==> src/rtl/vga_pkg.sv <==
// Shared definitions for the menu controller and the text renderer: screen
// encoding, keyboard codes and small decode helpers.
package vga_pkg;

   typedef enum logic [1:0] {
      StMenu  = 2'b00,
      StText1 = 2'b01,
      StText2 = 2'b11,
      StText3 = 2'b10
   } menu_state_t;

   localparam logic [3:0] key_none = 4'h0;
   localparam logic [3:0] key_2    = 4'h2;
   localparam logic [3:0] key_3    = 4'h3;
   localparam logic [3:0] key_4    = 4'h4;
   localparam logic [3:0] key_up   = 4'h8;
   localparam logic [3:0] key_down = 4'h9;
   localparam logic [3:0] key_esc  = 4'hE;

   // Text ROM select for a screen; the state encoding is Gray, the ROM index is not.
   function automatic logic [1:0] text_sel(input menu_state_t s);
      logic [1:0] sel;
      unique case (s)
         StMenu:  sel = 2'd0;
         StText1: sel = 2'd1;
         StText2: sel = 2'd2;
         StText3: sel = 2'd3;
         default: sel = 2'd0;
      endcase
      return sel;
   endfunction

   // Screen reached by a screen-select key; only valid for key_2/key_3/key_4.
   function automatic menu_state_t key_screen(input logic [3:0] k);
      menu_state_t s;
      if (k == key_2) begin
         s = StText1;
      end else if (k == key_3) begin
         s = StText2;
      end else begin
         s = StText3;
      end
      return s;
   endfunction

endpackage

==> src/rtl/key_edge.sv <==
// Turns a held key code into a single-cycle press event; a change from one
// code directly to another counts as a new press.
module key_edge
   import vga_pkg::*;
(
   input  logic       clk_i,
   input  logic       rst_ni,
   input  logic [3:0] key_i,
   output logic       event_o,
   output logic [3:0] code_o
);

   logic [3:0] key_prev_q;

   always_ff @(posedge clk_i or negedge rst_ni) begin
      if (!rst_ni) begin
         key_prev_q <= key_none;
      end else begin
         key_prev_q <= key_i;
      end
   end

   assign event_o = (key_i != key_prev_q) && (key_i != key_none);
   assign code_o  = key_i;

endmodule

==> src/rtl/menu_ctrl.sv <==
// Menu/text overlay sequencer: latches key presses and commits screen/page
// changes only on the vsync rising edge, plus an idle timeout back to MENU.
module menu_ctrl
   import vga_pkg::*;
#(
   parameter int unsigned N_PAGES        = 4,
   parameter int unsigned TIMEOUT_FRAMES = 1800,
   parameter int unsigned FCNT_W         = 11
) (
   input  logic       clk_i,
   input  logic       rst_ni,
   input  logic [3:0] key_i,
   input  logic       vsync_i,
   output logic [1:0] state_out_o,
   output logic [1:0] select_text_o,
   output logic [1:0] page_o,
   output logic       update_o,
   output logic       pending_o
);

   localparam logic [1:0]        PageMax  = 2'(N_PAGES - 1);
   localparam logic [FCNT_W-1:0] IdleLast = FCNT_W'(TIMEOUT_FRAMES - 1);

   logic              press;
   logic [3:0]        press_code;
   logic              tick;
   logic              vsync_prev_q;
   menu_state_t       state_q, state_d;
   logic [1:0]        page_q, page_d;
   logic [1:0]        sel_q;
   logic              update_q, update_d;
   logic [3:0]        cmd_q, cmd_d;
   logic              pending_q, pending_d;
   logic [FCNT_W-1:0] idle_q, idle_d;

   key_edge u_key_edge (
      .clk_i   (clk_i),
      .rst_ni  (rst_ni),
      .key_i   (key_i),
      .event_o (press),
      .code_o  (press_code)
   );

   assign tick = vsync_i && !vsync_prev_q;

   always_comb begin
      state_d = state_q;
      page_d  = page_q;
      if (tick) begin
         if (pending_q) begin
            unique case (cmd_q)
               key_2, key_3, key_4: begin
                  if (key_screen(cmd_q) != state_q) begin
                     state_d = key_screen(cmd_q);
                     page_d  = 2'd0;
                  end
               end
               key_esc: begin
                  state_d = StMenu;
                  page_d  = 2'd0;
               end
               key_down: begin
                  if (state_q != StMenu && page_q != PageMax) page_d = page_q + 2'd1;
               end
               key_up: begin
                  if (state_q != StMenu && page_q != 2'd0) page_d = page_q - 2'd1;
               end
               default: ;
            endcase
         end else if (state_q != StMenu && idle_q == IdleLast) begin
            state_d = StMenu;
            page_d  = 2'd0;
         end
      end
      update_d = (state_d != state_q) || (page_d != page_q);
   end

   // A press in the tick cycle survives the commit and waits for the next tick.
   always_comb begin
      cmd_d     = press ? press_code : cmd_q;
      pending_d = pending_q;
      if (tick) pending_d = 1'b0;
      if (press) pending_d = 1'b1;
   end

   always_comb begin
      idle_d = idle_q;
      if (press || state_d != state_q || state_d == StMenu) begin
         idle_d = '0;
      end else if (tick) begin
         idle_d = pending_q ? '0 : idle_q + FCNT_W'(1);
      end
   end

   always_ff @(posedge clk_i or negedge rst_ni) begin
      if (!rst_ni) begin
         vsync_prev_q <= 1'b0;
         state_q      <= StMenu;
         page_q       <= 2'd0;
         sel_q        <= 2'd0;
         update_q     <= 1'b0;
         cmd_q        <= key_none;
         pending_q    <= 1'b0;
         idle_q       <= '0;
      end else begin
         vsync_prev_q <= vsync_i;
         state_q      <= state_d;
         page_q       <= page_d;
         sel_q        <= text_sel(state_d);
         update_q     <= update_d;
         cmd_q        <= cmd_d;
         pending_q    <= pending_d;
         idle_q       <= idle_d;
      end
   end

   assign state_out_o   = state_q;
   assign select_text_o = sel_q;
   assign page_o        = page_q;
   assign update_o      = update_q;
   assign pending_o     = pending_q;

endmodule

==> config.mk <==
export PLATFORM = sky130hd
export DESIGN_NAME = menu_ctrl
export DESIGN_NICKNAME = d
export VERILOG_FILES = /design/src/rtl/vga_pkg.sv /design/src/rtl/key_edge.sv /design/src/rtl/menu_ctrl.sv
export SDC_FILE = /design/constraint.sdc
export NUM_CORES = 1
export LEC_CHECK = 0
export BUFFER_PORTS_ARGS = -buffer_cell sky130_fd_sc_hd__buf_2
export CAP_MARGIN = 20
export CORE_MARGIN = 2
export CORE_UTILIZATION = 35
export DETAILED_ROUTE_END_ITERATION = 10
export GPL_TIMING_DRIVEN = 0
export PLACE_DENSITY = 0.51
export SYNTH_ARGS = -nofsm -noshare
export SYNTH_HDL_FRONTEND = slang
export SYNTH_SLANG_ARGS = --single-unit
==> constraint.sdc <==
create_clock -name clk_i -period 2.5 [get_ports clk_i]
set_input_delay 0.375 -clock clk_i [delete_from_list [all_inputs] [get_ports clk_i]]
set_output_delay 0.375 -clock clk_i [all_outputs]
set_load 0.01 [all_outputs]
Yosys cells after proc, flatten, opt, wreduce, memory -nomap -nowiden
Index checks and enable logic that the tools add are counted.
{"block": "op_classes", "n_addsub": 3, "n_eq_ne": 15, "n_mux": 23, "n_reduce_logical": 16}
{"operator": "$mux W11", "count": 3}
{"operator": "$mux W2", "count": 14}
{"operator": "$pmux W2 S4", "count": 2}
{"operator": "$eq A4 B4 Y1 const B", "count": 3}
{"operator": "$add A11 B1 Y11 const B", "count": 1}
{"operator": "$eq A11 B11 Y1 const B", "count": 1}
{"operator": "$eq A4 B2 Y1 const B", "count": 2}
{"operator": "$reduce_bool A2 Y1", "count": 4}
{"operator": "$ne A2 B2 Y1", "count": 3}
{"operator": "$logic_and A1 B1 Y1", "count": 5}
{"operator": "$eq A2 B2 Y1 const B", "count": 2}
{"operator": "$eq A4 B3 Y1 const B", "count": 1}
{"operator": "$ne A4 B4 Y1", "count": 1}
{"operator": "$pmux W2 S2", "count": 1}
{"operator": "$reduce_bool A4 Y1", "count": 1}
{"operator": "$logic_or A1 B1 Y1", "count": 3}
{"operator": "$mux W1", "count": 3}
{"operator": "$reduce_or A3 Y1", "count": 1}
{"operator": "$add A2 B1 Y2 const B", "count": 1}
{"operator": "$eq A2 B1 Y1 const B", "count": 1}
{"operator": "$logic_not A2 Y1", "count": 1}
{"operator": "$ne A2 B2 Y1 const B", "count": 1}
{"operator": "$sub A2 B1 Y2 const B", "count": 1}
{"operator": "$logic_not A1 Y1", "count": 1}
{"block": "word_totals", "register_bits": 28, "inputBits": 7, "output_inout_bits": 8, "word_cells": 66}

Longest topological paths before layout
Gate-level depths: netlist of run 1.
{"block": "depth", "word_depth": 15, "depth_mapped": 11, "depth_no_buf": 11}

By module
From an unflattened synthesis of run 1, not the netlist that was laid out.
{"block": "unflattened", "cells_unflattened": 155, "hier_area_um2": 1617.8}
{"module": "menu_ctrl", "n_inst": 1, "cells_each": 141, "area_per_inst_um2": 1437.6, "seq_area_each_um2": 600.6}
{"module": "key_edge", "n_inst": 1, "cells_each": 14, "area_per_inst_um2": 180.2, "seq_area_each_um2": 100.1}

Worst setup path before layout of run 1
OpenSTA, ideal clock, no wires.
{"block": "synth_path", "kind": "register -> register", "start": "register idle_q[3]", "end": "register idle_q[1]", "setup_ps": 125, "arrival_ps": 2213, "required_time_ps": 2375, "path_slack_ps": 161, "stages_incl_launch_ff": 11, "n_path_buf": 0, "synth_period_minus_slack_ps": 2339, "cell_sequence": "dfrtp_1 or4_4 nor4_4 o31ai_2 a22o_1 inv_2 ha_1 inv_1 o211ai_2 o21bai_1 nor2_1"}
{"block": "synth_between", "elab_chain_cells": 9, "elab_cells_between_ends": 11, "classes_between": "eq/ne (2); mux (4); reduce/logical (5)"}
{"element": "from (decl)", "line": "menu_ctrl.sv:34", "text": "logic [FCNT_W-1:0] idle_q, idle_d;"}
{"element": "from (signal assigned)", "line": "menu_ctrl.sv:113", "text": "idle_q <= idle_d;"}
{"element": "$eq A11 B11 Y1 (*)", "line": "menu_ctrl.sv:70", "text": "end else if (state_q != StMenu && idle_q == IdleLast) begin"}
{"element": "$logic_and A1 B1 Y1 (*)", "line": "menu_ctrl.sv:70"}
{"element": "$mux W2 (*)", "line": "menu_ctrl.sv:70"}
{"element": "$mux W2 (*)", "line": "menu_ctrl.sv:50", "text": "if (pending_q) begin"}
{"element": "$mux W2 (*)", "line": "menu_ctrl.sv:49", "text": "if (tick) begin"}
{"element": "via state_d[1]", "line": "menu_ctrl.sv:28", "text": "menu_state_t state_q, state_d;"}
{"element": "$ne A2 B2 Y1", "line": "menu_ctrl.sv:88", "text": "if (press || state_d != state_q || state_d == StMenu) begin"}
{"element": "$logic_or A1 B1 Y1", "line": "menu_ctrl.sv:88"}
{"element": "$logic_or A1 B1 Y1 (*)", "line": "menu_ctrl.sv:88"}
{"element": "$mux W11 / $reduce_bool A2 Y1 (equally long branches)"}
Mark *: on every way through the listed nets, which the timed path passes. The rest lies on a longest branch.
A chain may end at the register's enable or synchronous reset.

Worst setup path after layout of run 1
{"block": "layout_path", "start": "register idle_q[0]", "end": "register idle_q[1]"}
Same word-level chain as after synthesis.

==> results of run 1 <==
## area by class of cell
class | count | area share
timing repair buffer | 16 | 0.04648
inverter | 10 | 0.02051
clock buffer | 3 | 0.02256
tap | 52 | 0.03554
multi-input combinational | 119 | 0.4798
sequential | 28 | 0.3835
buffer | 4 | 0.01162
## per-stage QoR
step,cells,util,worst slack (ns)
floorplan,160,-,0.1614
CTS,231,0.4124,0.01996
finish,232,0.4175,0.1309
global route,232,0.4175,0.0001792
detailed placement,226,0.3950,-0.1115
global placement,226,0.3950,-0.08688
## path summary, 6_finish.rpt
| kind | startpoint | endpoint | cells after the start |
|---|---|---|---|
| worst max-delay path | idle_q[0] | idle_q[1] | 11 |
| worst min-delay path | rst_ni | vsync_prev_q | 1 |
| worst max register to register | idle_q[0] | idle_q[1] | 11 |
| worst min register to register | page_o[1] | page_o[1] | 1 |
| max in group asynchronous | rst_ni | idle_q[3] | 1 |
| min in group clk_i | vsync_i | vsync_prev_q | 1 |
## state kept, by name, indices dropped and copies added, names as in the netlist
name	count
u_key_edge.key_prev_q	4
page_o	2
select_text_o	2
pending_o	1
cmd_q	4
idle_q	11
update_o	1
vsync_prev_q	1
state_out_o	2
## cells by family (layout without fill, tap and decap cells)
family,count (synthesis),after routing,synth area share
AOI/OAI and AO/OA,29,30,0.1411
xor gates and xnor gates,13,13,0.07132
adders and majority gates,6,6,0.04702
buffers and inverters,14,33,0.03684
DFF,28,28,0.4389
muxes,1,1,0.006270
and+or+nand+nor,69,69,0.2586
## Yosys cell counts, drive strengths merged (2+ instances only)
library cell and number:
nor2b 2, a22o 4, nand2 13, or4 2
o211ai 2, nor3 12, o21ai 6, a21o 2
and3 3, buf 3, ha 6, nand2b 2
nor4b 2, a311oi 2, nand4 5, a21oi 3
inv 10, xor2 4, nand3 4, a31oi 2
or2 2, nor4 3, dfrtp 28, nor2 10
xnor2 9
## worst max-delay path, cell delays in order (launching register included)
cell	delay, ns
sky130_fd_sc_hd__dfrtp_1	0.43
sky130_fd_sc_hd__ha_1	0.27
sky130_fd_sc_hd__nand4b_1	0.19
sky130_fd_sc_hd__nor4_4	0.38
sky130_fd_sc_hd__o31ai_4	0.11
sky130_fd_sc_hd__a22o_1	0.23
sky130_fd_sc_hd__inv_2	0.07
sky130_fd_sc_hd__ha_1	0.15
sky130_fd_sc_hd__inv_2	0.06
sky130_fd_sc_hd__o211ai_4	0.12
sky130_fd_sc_hd__o21bai_4	0.19
sky130_fd_sc_hd__nor2_1	0.06
## routing by layer
layer  part of all wire  track usage
met5                  0            0
met4              0.019      0.04612
met3              0.049      0.03235
met2               0.41       0.2130
met1               0.52       0.2266
## power by group through the flow
| stage | Clock (mW) | Sequential [mW] | Combinational [mW] |
|---|---|---|---|
| after detailed placement | 0 | 0.549 | 0.285 |
| after global routing | 0.282 | 0.549 | 0.354 |
| after CTS | 0.265 | 0.542 | 0.303 |
| final | 0.248 | 0.542 | 0.321 |
| after global placement | 0 | 0.551 | 0.275 |
| after floorplan | 0 | 0.559 | 0.171 |
## what timing repair did
| action | in CTS | in global routing |
|---|---|---|
| endpoints found under the setup margin | 3 | 7 |
| pin swaps | 4 | 2 |
| setup buffers | 2 | 0 |
| resized for setup | 3 | 3 |
| gates cloned | 0 | 1 |
==> results list, run 1 <==
- Outcome: finished clean
- Timing would allow up to 422.1 MHz.
* Relative contribution of sequential cells to total power: 0.488
- The share of total power dissipated in the clock network is 0.223.
* Worst hold margin: 0.1080 ns
- Count of antenna-violating nets left after detailed routing: 0
* Total Wirelength: 3654 um
- Fraction of final layout cells with drive strength greater than 1: 0.2056
- The cell area that synthesis handed to floorplanning was 0.001597 sq mm.
* Unrepaired setup endpoints after global routing: no
- Critical Path Sink Type: flip-flop
- Design internal power: 0.7371 mW
- Root buffer selected by CTS: sky130_fd_sc_hd__clkbuf_8
- CTS built an H-tree with a depth of 1.
- Power density normalized to cell area: 607.3 mW/mm^2
* Most frequent cells in the layout: 27 x sky130_fd_sc_hd__dfrtp_1, 16 x sky130_fd_sc_hd__buf_2, 13 x sky130_fd_sc_hd__nand2_1, 12 x sky130_fd_sc_hd__nor3_1, 10 x sky130_fd_sc_hd__nor2_1
- Cell row count: 24
- Total design power: 1.112 mW
- After technology mapping, the gate count stands at 160.
- Synthesis produced a netlist with a net count of 173.
- Clock tree synthesis found a total of 28 sinks.
- In this run, synthesis produced a sequential element count of 28.
- Worst-path fanout max: 5
* Power share of the combinational group: 0.289
* Number of buffers added on ports: 14
- Biggest area consumer among synthesized cells: sky130_fd_sc_hd__dfrtp_1
* Die Height: 71.54 um
- Overall die area: 0.005118 sq mm
* Number of buffers inserted by hold repair at cts: 0
* Standard cell area after detailed placement: 0.001732 sq mm
* Antenna violations before repair: 0
- Max IR drop VDD: 0.0003391 V
- 15 I/O pins were placed.
* Maximum count of clock buffers along a single path: 2
* Leakage Power: 0.7779 nW
- Clock tree from TritonCTS: yes
* Half-perimeter wire length of the detailed placement result: 2486 um
- Mean area per synthesized cell: 9.978 sq um
- Startpoint type of the worst setup path: flip-flop
* Cts bufs inserted: 3
- Clock-pin slew was measured on the worst setup and hold paths at 0.09 ns.
* Area of the placeable core: 0.004384 sq mm
- Critical path class: reg -> reg
* Routed via count: 1299
- In this run the horizontal extent of the chip is 71.54 um.
* Warning count from the yosys run: 0
- STA puts the critical path data arrival time at 2.54 ns.
* Proportion of synthesized chip area in sequential cells: 0.4389
* Area fraction of the dominant cell type after synthesis: 0.4389
- Sequential cell area in the final layout: 701.9 sq um
- After detailed routing, the average wire length per cell comes to 15.75 um.
- Count of cell types in the netlist: 53
- Max-slew violations: 0
* Total Neg Setup Slack: 0 ns
* Data required time of the worst path: 2.67 ns
- Entering global routing, the biggest net connects 29 pins.
- Number of max-capacitance violations reported: 0
- Of the available clock period, the critical path in the final layout requires 0.9477.
- Per-cell via count in the routed design: 5.599
- Total of fill cells in the finished design: 431
* Total of endpoints with negative setup slack in the final report: 0
* Register-to-register path setup slack: 0.13 ns
- The initial utilization of the core area, before any placement, comes to 0.3642.
- Leftover overflow at the end of global routing: 0
- Nets: 195
- Slew at the pin closest to its max-slew limit: 1.007 ns
* Share of flip-flops with an asynchronous set or reset after synthesis: 1.000
* Sw Share: 0.3370
- Summing all multi-input logic gate instances after layout gives 878.3 sq um.
* Dominant cells by area after synthesis: sky130_fd_sc_hd__dfrtp_1 44%, sky130_fd_sc_hd__xnor2_1 4.9%, sky130_fd_sc_hd__ha_1 4.7%
* Top_reg_cell synth: sky130_fd_sc_hd__dfrtp_1
* Net switching power figure: 0.3746 mW
- Clock latency of the later-clocked register in the worst-skew pair: 0.27 ns
- Hold violation count in the final report: 0
* Tightest slew margin relative to the limit: 0.3244
- In the routed design, unresolved DRC markers number 0.
* Detailed Route Iter0 Violations: 61
* Min cycle time layout: 2.369 ns
- Antenna cell count: 0
* Most common cell after layout, fill and taps aside: sky130_fd_sc_hd__dfrtp_1
- Placer Congestion: 0.8038
* Number of flops mapped to enable cells by yosys: 0
* Number of global-route vias before repair: 1236
- The first global-routing pass estimated 6058 um of wire.
- The min-delay analysis places its worst path in the category in -> async.
- Clock skew on the completed layout was measured at 0.004908 ns.
- The first detailed-routing pass took 4 iterations.
- For this run, the total global-route usage over all layers was measured as 0.1497.
* Fin area: 0.001831 sq mm
* Layout area overhead: 14.66%
(Power assumes the default switching activity.)
==> inputs of run 2 (changes only) <==
==> constraint.sdc (replaced) <==
create_clock -name clk_i -period 2.5 [get_ports clk_i]
set_input_delay 0.125 -clock clk_i [delete_from_list [all_inputs] [get_ports clk_i]]
set_output_delay 0.125 -clock clk_i [all_outputs]
set_load 0.01 [all_outputs]
==> results list, run 2 (synthesized netlist as in run 1, its figures left out) <==
* Outcome: finished clean
- The overall die height is 71.54 um (unchanged).
* Max IR drop VDD: 0.0003396 V (+0.16%)
* Pin count of the biggest net entering global routing: 29 (unchanged)
- The final hold slack came to 0.3909 ns (+0.2829 ns).
- Standard cell area after detailed placement: 0.001732 sq mm (unchanged)
- Max Clock Skew: 0.004497 ns (-0.0004108 ns)
- Leaving out fill and tap cells, the most frequent cell in the layout is sky130_fd_sc_hd__dfrtp_1.
- The number of slew-limit violations in the final report is 0 (unchanged).
- CTS placed an instance of sky130_fd_sc_hd__clkbuf_8 at the clock tree root.
- The antenna cell count came to 0 (unchanged).
- Area of the placeable core: 0.004384 sq mm (unchanged)
- The arrival time at the worst endpoint was 2.55 ns (about the same).
- The final number of setup-violating endpoints was 0 (unchanged).
- The via count of the first global-routing pass is 1262 (+2.1%).
- Min cycle time layout: 2.374 ns (+0.004860 ns)
- The final critical-path share of the clock period came to 0.9496 (+0.001944).
- Maximum count of clock buffers along a single path: 2 (unchanged)
- The top cell types in the final layout, fill and taps aside, are 27 x sky130_fd_sc_hd__dfrtp_1, 16 x sky130_fd_sc_hd__buf_2, 13 x sky130_fd_sc_hd__nand2_1, 12 x sky130_fd_sc_hd__nor3_1, 10 x sky130_fd_sc_hd__nor2_1.
- Number of buffers added on ports: 14 (unchanged)
- The post-detailed-routing wire length came to 3704 um (+1.4%).
* Worst-path fanout max: 5 (unchanged)
- The I/O pin total was 15 (unchanged).
- Power density normalized to cell area: 592.7 mW/mm^2 (-2.4%)
- Slew at the pin closest to its max-slew limit: 1.006 ns (-0.0008816 ns)
- The area enclosed by the die boundary was 0.005118 sq mm (unchanged).
- The horizontal die dimension is 71.54 um (unchanged).
- Fraction of final layout cells with drive strength greater than 1: 0.1989 (-0.006631)
- Critical Path Sink Type: flip-flop
* Total design power: 1.120 mW (+0.79%)
* Leftover overflow at the end of global routing: 0 (unchanged)
- The final weighted congestion in routability-driven placement is 0.8038 (unchanged).
- Global routing usage summed across all routing layers: 0.1518 (+0.002071)
- The sum of negative setup slack was 0 ns (unchanged).
* Clock sink count: 28 (unchanged)
* Initial Util: 0.3642 (unchanged)
- Cell count of the worst reg-to-reg path: 11 (unchanged)
* Register-to-register path setup slack: 0.13 ns (about the same)
* Worst flop-to-flop path startpoint: idle_q[0]
- The final-stage net count came to 201 (+3.1%).
* Clock latency of the later-clocked register in the worst-skew pair: 0.28 ns (about the same)
* Max Freq: 421.2 MHz (-0.20%)
- The number of buffers added by the clock tree synthesis step is 3 (unchanged).
* Count of antenna-violating nets left after detailed routing: 0 (unchanged)
- The number of standard cells in the final layout excluding fillers came to 238 (+2.6%).
* Critical path class: reg -> reg
- The wire length of the first global-routing pass was 6141 um (+1.4%).
* Antenna violations before repair: 0 (unchanged)
- Half-perimeter wire length of the detailed placement result: 2486 um (unchanged)
- The level count of the clock H-tree was 1 (unchanged).
* Largest registers: idle_q x11, cmd_q x4, u_key_edge.key_prev_q x4
- Post-Place Cells: 226 (unchanged)
- The average wire length per cell after detail routing came to 15.56 um (-1.2%).
* Total DRC errors in the routed layout: 0 (unchanged)
- The register with the most flip-flops in the final layout is idle_q.
- Register clock-pin slew on the reported worst setup and hold paths: 0.10 ns (about the same)
* Per-cell via count in the routed design: 5.517 (-1.5%)
- The total via count after detailed routing came to 1313 (+1.1%).
- Clock tree from TritonCTS: yes
- The number of endpoints with negative hold slack in the final report came to 0 (unchanged).
- The post-layout instance area came to 0.001891 sq mm (+3.3%).
- The row count was 24 (unchanged).
* Leakage Power: 0.8029 nW (+3.2%)
- Relative to the synthesized area, the layout overhead comes to 18.42%.
* Number of max-capacitance violations reported: 0 (unchanged)
- Unrepaired setup endpoints after global routing: no
* Tightest slew margin relative to the limit: 0.3249 (+0.0005920)
- In this run the critical register-to-register path is captured at idle_q[1].
- The number of DRC markers in iteration 0 is 54 (-11%).
- The worst setup path is launched from a flip-flop.
- Flip-flop count of the largest register after layout: 11 (unchanged)
- The endpoint required time on the critical path was 2.67 ns (about the same).
* Hold/Removal Path Class: in -> async
- Total iterations of the first detailed-routing run: 4 (unchanged)
-- run 2: cell type report --
| type | count | area (sq um) |
|---|---|---|
| plain buffers | 4 | 21.27 |
| fillers | 427 | 2494 |
| inverters | 10 | 37.54 |
| well taps | 52 | 65.06 |
| repair buffers | 22 | 145.1 |
| multi-input cells | 119 | 878.3 |
| flip-flops and latches | 28 | 701.9 |
| clock buffers | 3 | 41.29 |
-- run 2: per-stage QoR --
step / util / worst slack (ns)
floorplan: - / 0.1614
global placement: 0.3950 / -0.08688
detailed placement: 0.3950 / -0.1115
CTS: 0.4261 / 0.01996
global route: 0.4312 / 0.0001792
finish: 0.4312 / 0.1260
-- run 2: worst max-delay path by stage --
stage	from	depth (start not counted)	end	slack, ns
5_1_grt	cmd_q[1]	11	idle_q[1]	0.0002
4_1_cts	idle_q[3]	10	idle_q[1]	0.02
6_report	idle_q[0]	11	idle_q[1]	0.13
2_1_floorplan	idle_q[3]	10	idle_q[1]	0.16
3_5_place_dp	idle_q[3]	10	idle_q[1]	-0.11
3_3_place_gp	idle_q[3]	10	idle_q[1]	-0.09
-- run 2: power by group --
| part | internal [mW] | switching (mW) |
|---|---|---|
| Sequential | 0.496 | 0.0460 |
| Combinational | 0.139 | 0.190 |
| Clock | 0.108 | 0.141 |
-- run 2: critical path: stages (launching register included) --
cell and delay (ns):
sky130_fd_sc_hd__dfrtp_1 0.43, sky130_fd_sc_hd__ha_1 0.27, sky130_fd_sc_hd__nand4b_1 0.19, sky130_fd_sc_hd__nor4_4 0.38
sky130_fd_sc_hd__o31ai_4 0.11, sky130_fd_sc_hd__a22o_1 0.23, sky130_fd_sc_hd__inv_2 0.07, sky130_fd_sc_hd__ha_1 0.15
sky130_fd_sc_hd__inv_2 0.06, sky130_fd_sc_hd__o211ai_4 0.12, sky130_fd_sc_hd__o21bai_4 0.19, sky130_fd_sc_hd__nor2_1 0.06
-- run 2: what timing repair did --
| action | 4_1_cts | 5_1_grt |
|---|---|---|
| pin swaps | 4 | 2 |
| setup buffers | 2 | 0 |
| setup endpoints to repair | 3 | 7 |
| hold buffers | 6 | 0 |
| resized for setup | 3 | 3 |
| endpoints found under the hold margin | 33 | 0 |
| gates cloned | 0 | 1 |
-- run 2: per-layer routing --
layer,track usage,up-vias,part of all wire
li1,-,639,-
met2,0.2191,33,0.41
met3,0.03094,8,0.045
met4,0.04612,0,0.019
met1,0.2284,633,0.52
met5,0,-,0
==> inputs of run 3 (changes only) <==
--- a/config.mk
+++ b/config.mk
@@ -12,6 +12,7 @@
 export DETAILED_ROUTE_END_ITERATION = 10
 export GPL_TIMING_DRIVEN = 0
 export PLACE_DENSITY = 0.51
+export RECOVER_POWER = 25
 export SYNTH_ARGS = -nofsm -noshare
 export SYNTH_HDL_FRONTEND = slang
 export SYNTH_SLANG_ARGS = --single-unit
==> results list, run 3 (synthesized netlist as in run 1, its figures left out) <==
- The flow ran to the end, but the final reports show violations.
- The checks that failed: capacitance limit, slew limit.
- Data arrival time at the worst-slack endpoint: 2.55 ns (about the same)
- Unrepaired setup endpoints after global routing: no
* Initial Util: 0.3642 (unchanged)
* Min cycle time layout: 2.374 ns (+0.00008900 ns)
* Area used by multi-input combinational logic: 878.3 sq um (unchanged)
* Total Neg Setup Slack: 0 ns (unchanged)
- Number of global-route vias before repair: 1262 (unchanged)
- Count of boundary I/O pins: 15 (unchanged)
* Per-cell via count in the routed design: 5.513 (about the same)
- The overall die height came to 71.54 um (unchanged).
- GRT busiest layer: met1
* Fraction of the core area covered by cells at the end of the flow: 0.4287 (-0.002568)
- Most common cell after layout, fill and taps aside: sky130_fd_sc_hd__dfrtp_1
* Max H-tree Level: 1 (unchanged)
- Area of the placeable core: 0.004384 sq mm (unchanged)
- Fin area: 0.001879 sq mm (-0.60%)
- The fraction of final layout cells with drive strength greater than 1 came to 0.1505 (-0.04839).
- Cell at the slowest stage of the critical path: sky130_fd_sc_hd__dfrtp_1
- Cts bufs inserted: 3 (unchanged)
* Max IR drop VDD: 0.0003289 V (-3.2%)
* Global routing met2 resource utilization: 0.2191 (unchanged)
- Clock tree from TritonCTS: yes
- Total of endpoints with negative setup slack in the final report: 0 (unchanged)
* Global-route wire length before repair: 6141 um (unchanged)
- The area enclosed by the die boundary was 0.005118 sq mm (unchanged).
- Largest registers: idle_q x11, cmd_q x4, u_key_edge.key_prev_q x4
- Number of max-capacitance violations reported: 1 (+1)
* Max Clock Skew: 0.005077 ns (+0.0005798 ns)
* Register clock-pin slew on the reported worst setup and hold paths: 0.10 ns (about the same)
- The total via count after detailed routing was 1312 (-0.076%).
- Largest register by flop count: idle_q
* Standard cell area after detailed placement: 0.001732 sq mm (unchanged)
* Sequential cell area in the final layout: 701.9 sq um (unchanged)
- Antenna violations before repair: 0 (unchanged)
- The worst setup path is launched from a flip-flop.
* Cell row count: 24 (unchanged)
- Met1 track demand over resource in global routing: 0.2284 (unchanged)
- The number of routed nets with antenna violations is 0 (unchanged).
- The maximum operating frequency came to 421.2 MHz (about the same).
- Total of fill cells in the finished design: 430 (+0.70%)
- The post-detailed-routing wire length is 3699 um (-0.13%).
- Leakage Power: 0.7758 nW (-3.4%)
- Hold violation count in the final report: 0 (unchanged)
- Placer Congestion: 0.8038 (unchanged)
* Layout area overhead: 17.71%
- The logic depth of the worst register-to-register path came to 11 (unchanged).
* Worst-path fanout max: 5 (unchanged)
* Total iterations of the first detailed-routing run: 4 (unchanged)
- Maximum count of clock buffers along a single path: 2 (unchanged)
* Non-filler cells, final: 238 (unchanged)
- Worst hold margin: 0.5455 ns (+0.1545 ns)
* Share of the clock period used by the worst path: 0.9496 (about the same)
- The cell area power density is 592.8 mW/mm^2 (about the same).
- The worst setup path is captured at a flip-flop.
- Root buffer selected by CTS: sky130_fd_sc_hd__clkbuf_8
- Slew at the pin closest to its max-slew limit: 1.554 ns (+0.5484 ns)
* Worst setup timing slack at the placement stage: -0.1115 ns (unchanged)
- Width of the die: 71.54 um (unchanged)
- The final-stage net count is 201 (unchanged).
* Post-Place Cells: 226 (unchanged)
* Max-slew violations: 29 (+29)
- The DRC violations left is 0 (unchanged).
* Instance count along the most critical hold path: 1
- The number of flip-flops under the largest register name came to 11 (unchanged).
- The maximum number of pins on one net before global-route repair was 29 (unchanged).
* Cell chain of the critical path: ha_1, nand4b_1, nor4_4, o31ai_4, a22o_1, inv_2, ha_1, inv_2, o211ai_4, o21bai_4, nor2_1
- Global routing usage summed across all routing layers: 0.1518 (unchanged)
- The library cells used most frequently in the layout, excluding fill and tap cells, are 27 x sky130_fd_sc_hd__dfrtp_1, 13 x sky130_fd_sc_hd__nand2_1, 12 x sky130_fd_sc_hd__nor3_1, 10 x sky130_fd_sc_hd__nor2_1, 10 x sky130_fd_sc_hd__clkbuf_1.
* Critical path class: reg -> reg
- The average wire length per cell after detail routing was 15.54 um (-0.13%).
- Final worst setup slack: 0.1259 ns (-0.00008900 ns)
- Detailed Route Iter0 Violations: 50 (-7.4%)
- The insertion delay to the later sink of the worst-skew pair came to 0.28 ns (about the same).
* Fraction of met3 tracks used by global routing: 0.03094 (unchanged)
* Clock sink count: 28 (unchanged)
- The antenna cell count is 0 (unchanged).
- Half-perimeter wire length of the detailed placement result: 2486 um (unchanged)
- The maximum single-stage delay on the critical path came to 0.43 ns (about the same).
- The sum of overflow across all layers after global routing came to 0 (unchanged).
* Hold/Removal Path Class: reg -> reg
- The count of input and output buffers was 14 (unchanged).
- Tightest slew margin relative to the limit: -0.03614 (-0.3611)
* Total design power: 1.114 mW (-0.57%)
* Data required time of the worst path: 2.67 ns (about the same)
-- run 3: path summary, 6_finish.rpt --
check                           startpoint   endpoint  slack [ns]
worst min-delay path             page_o[1]  page_o[1]        0.55
worst min register to register   page_o[1]  page_o[1]        0.55
worst max register to register   idle_q[0]  idle_q[1]        0.13
max in group asynchronous           rst_ni  idle_q[3]        0.74
min in group asynchronous           rst_ni   update_o        0.75
worst max-delay path             idle_q[0]  idle_q[1]        0.13
-- run 3: cell type report --
cell class | instances | area share
plain buffers | 4 | 0.01132
clock buffers | 3 | 0.02197
inverters | 10 | 0.01997
multi-input cells | 119 | 0.4674
flip-flops and latches | 28 | 0.3735
well taps | 52 | 0.03462
repair buffers | 22 | 0.07124
-- run 3: where the power goes --
part,internal [mW],switching (mW),total (mW)
combinational,0.132,0.190,0.322
sequential,0.496,0.0463,0.542
clock,0.108,0.141,0.249
total,0.737,0.377,1.11
-- run 3: per-layer routing --
layer / vias to the layer above / wire (um) / part of all wire
met3: 8 / 167 / 0.045
li1: 639 / - / -
met2: 31 / 1530 / 0.41
met4: 0 / 71 / 0.019
met5: - / 0 / 0
met1: 634 / 1930 / 0.52
-- run 3: timing repair --
item / CTS / global route
hold endpoints to repair: 33 / 0
pin swaps: 4 / 2
hold buffers: 6 / 0
endpoints found under the setup margin: 3 / 7
resized for setup: 3 / 3
cloned: 0 / 1
setup buffers: 2 / 0
-- run 3: worst max-delay path: cells and delay by family, from the launching register on --
kind | cells | cell delay, ns
buffers and inverters | 2 | 0.13
AOI/OAI and AO/OA | 4 | 0.65
adders and majority gates | 2 | 0.42
and+or+nand+nor | 3 | 0.63
DFF | 1 | 0.43
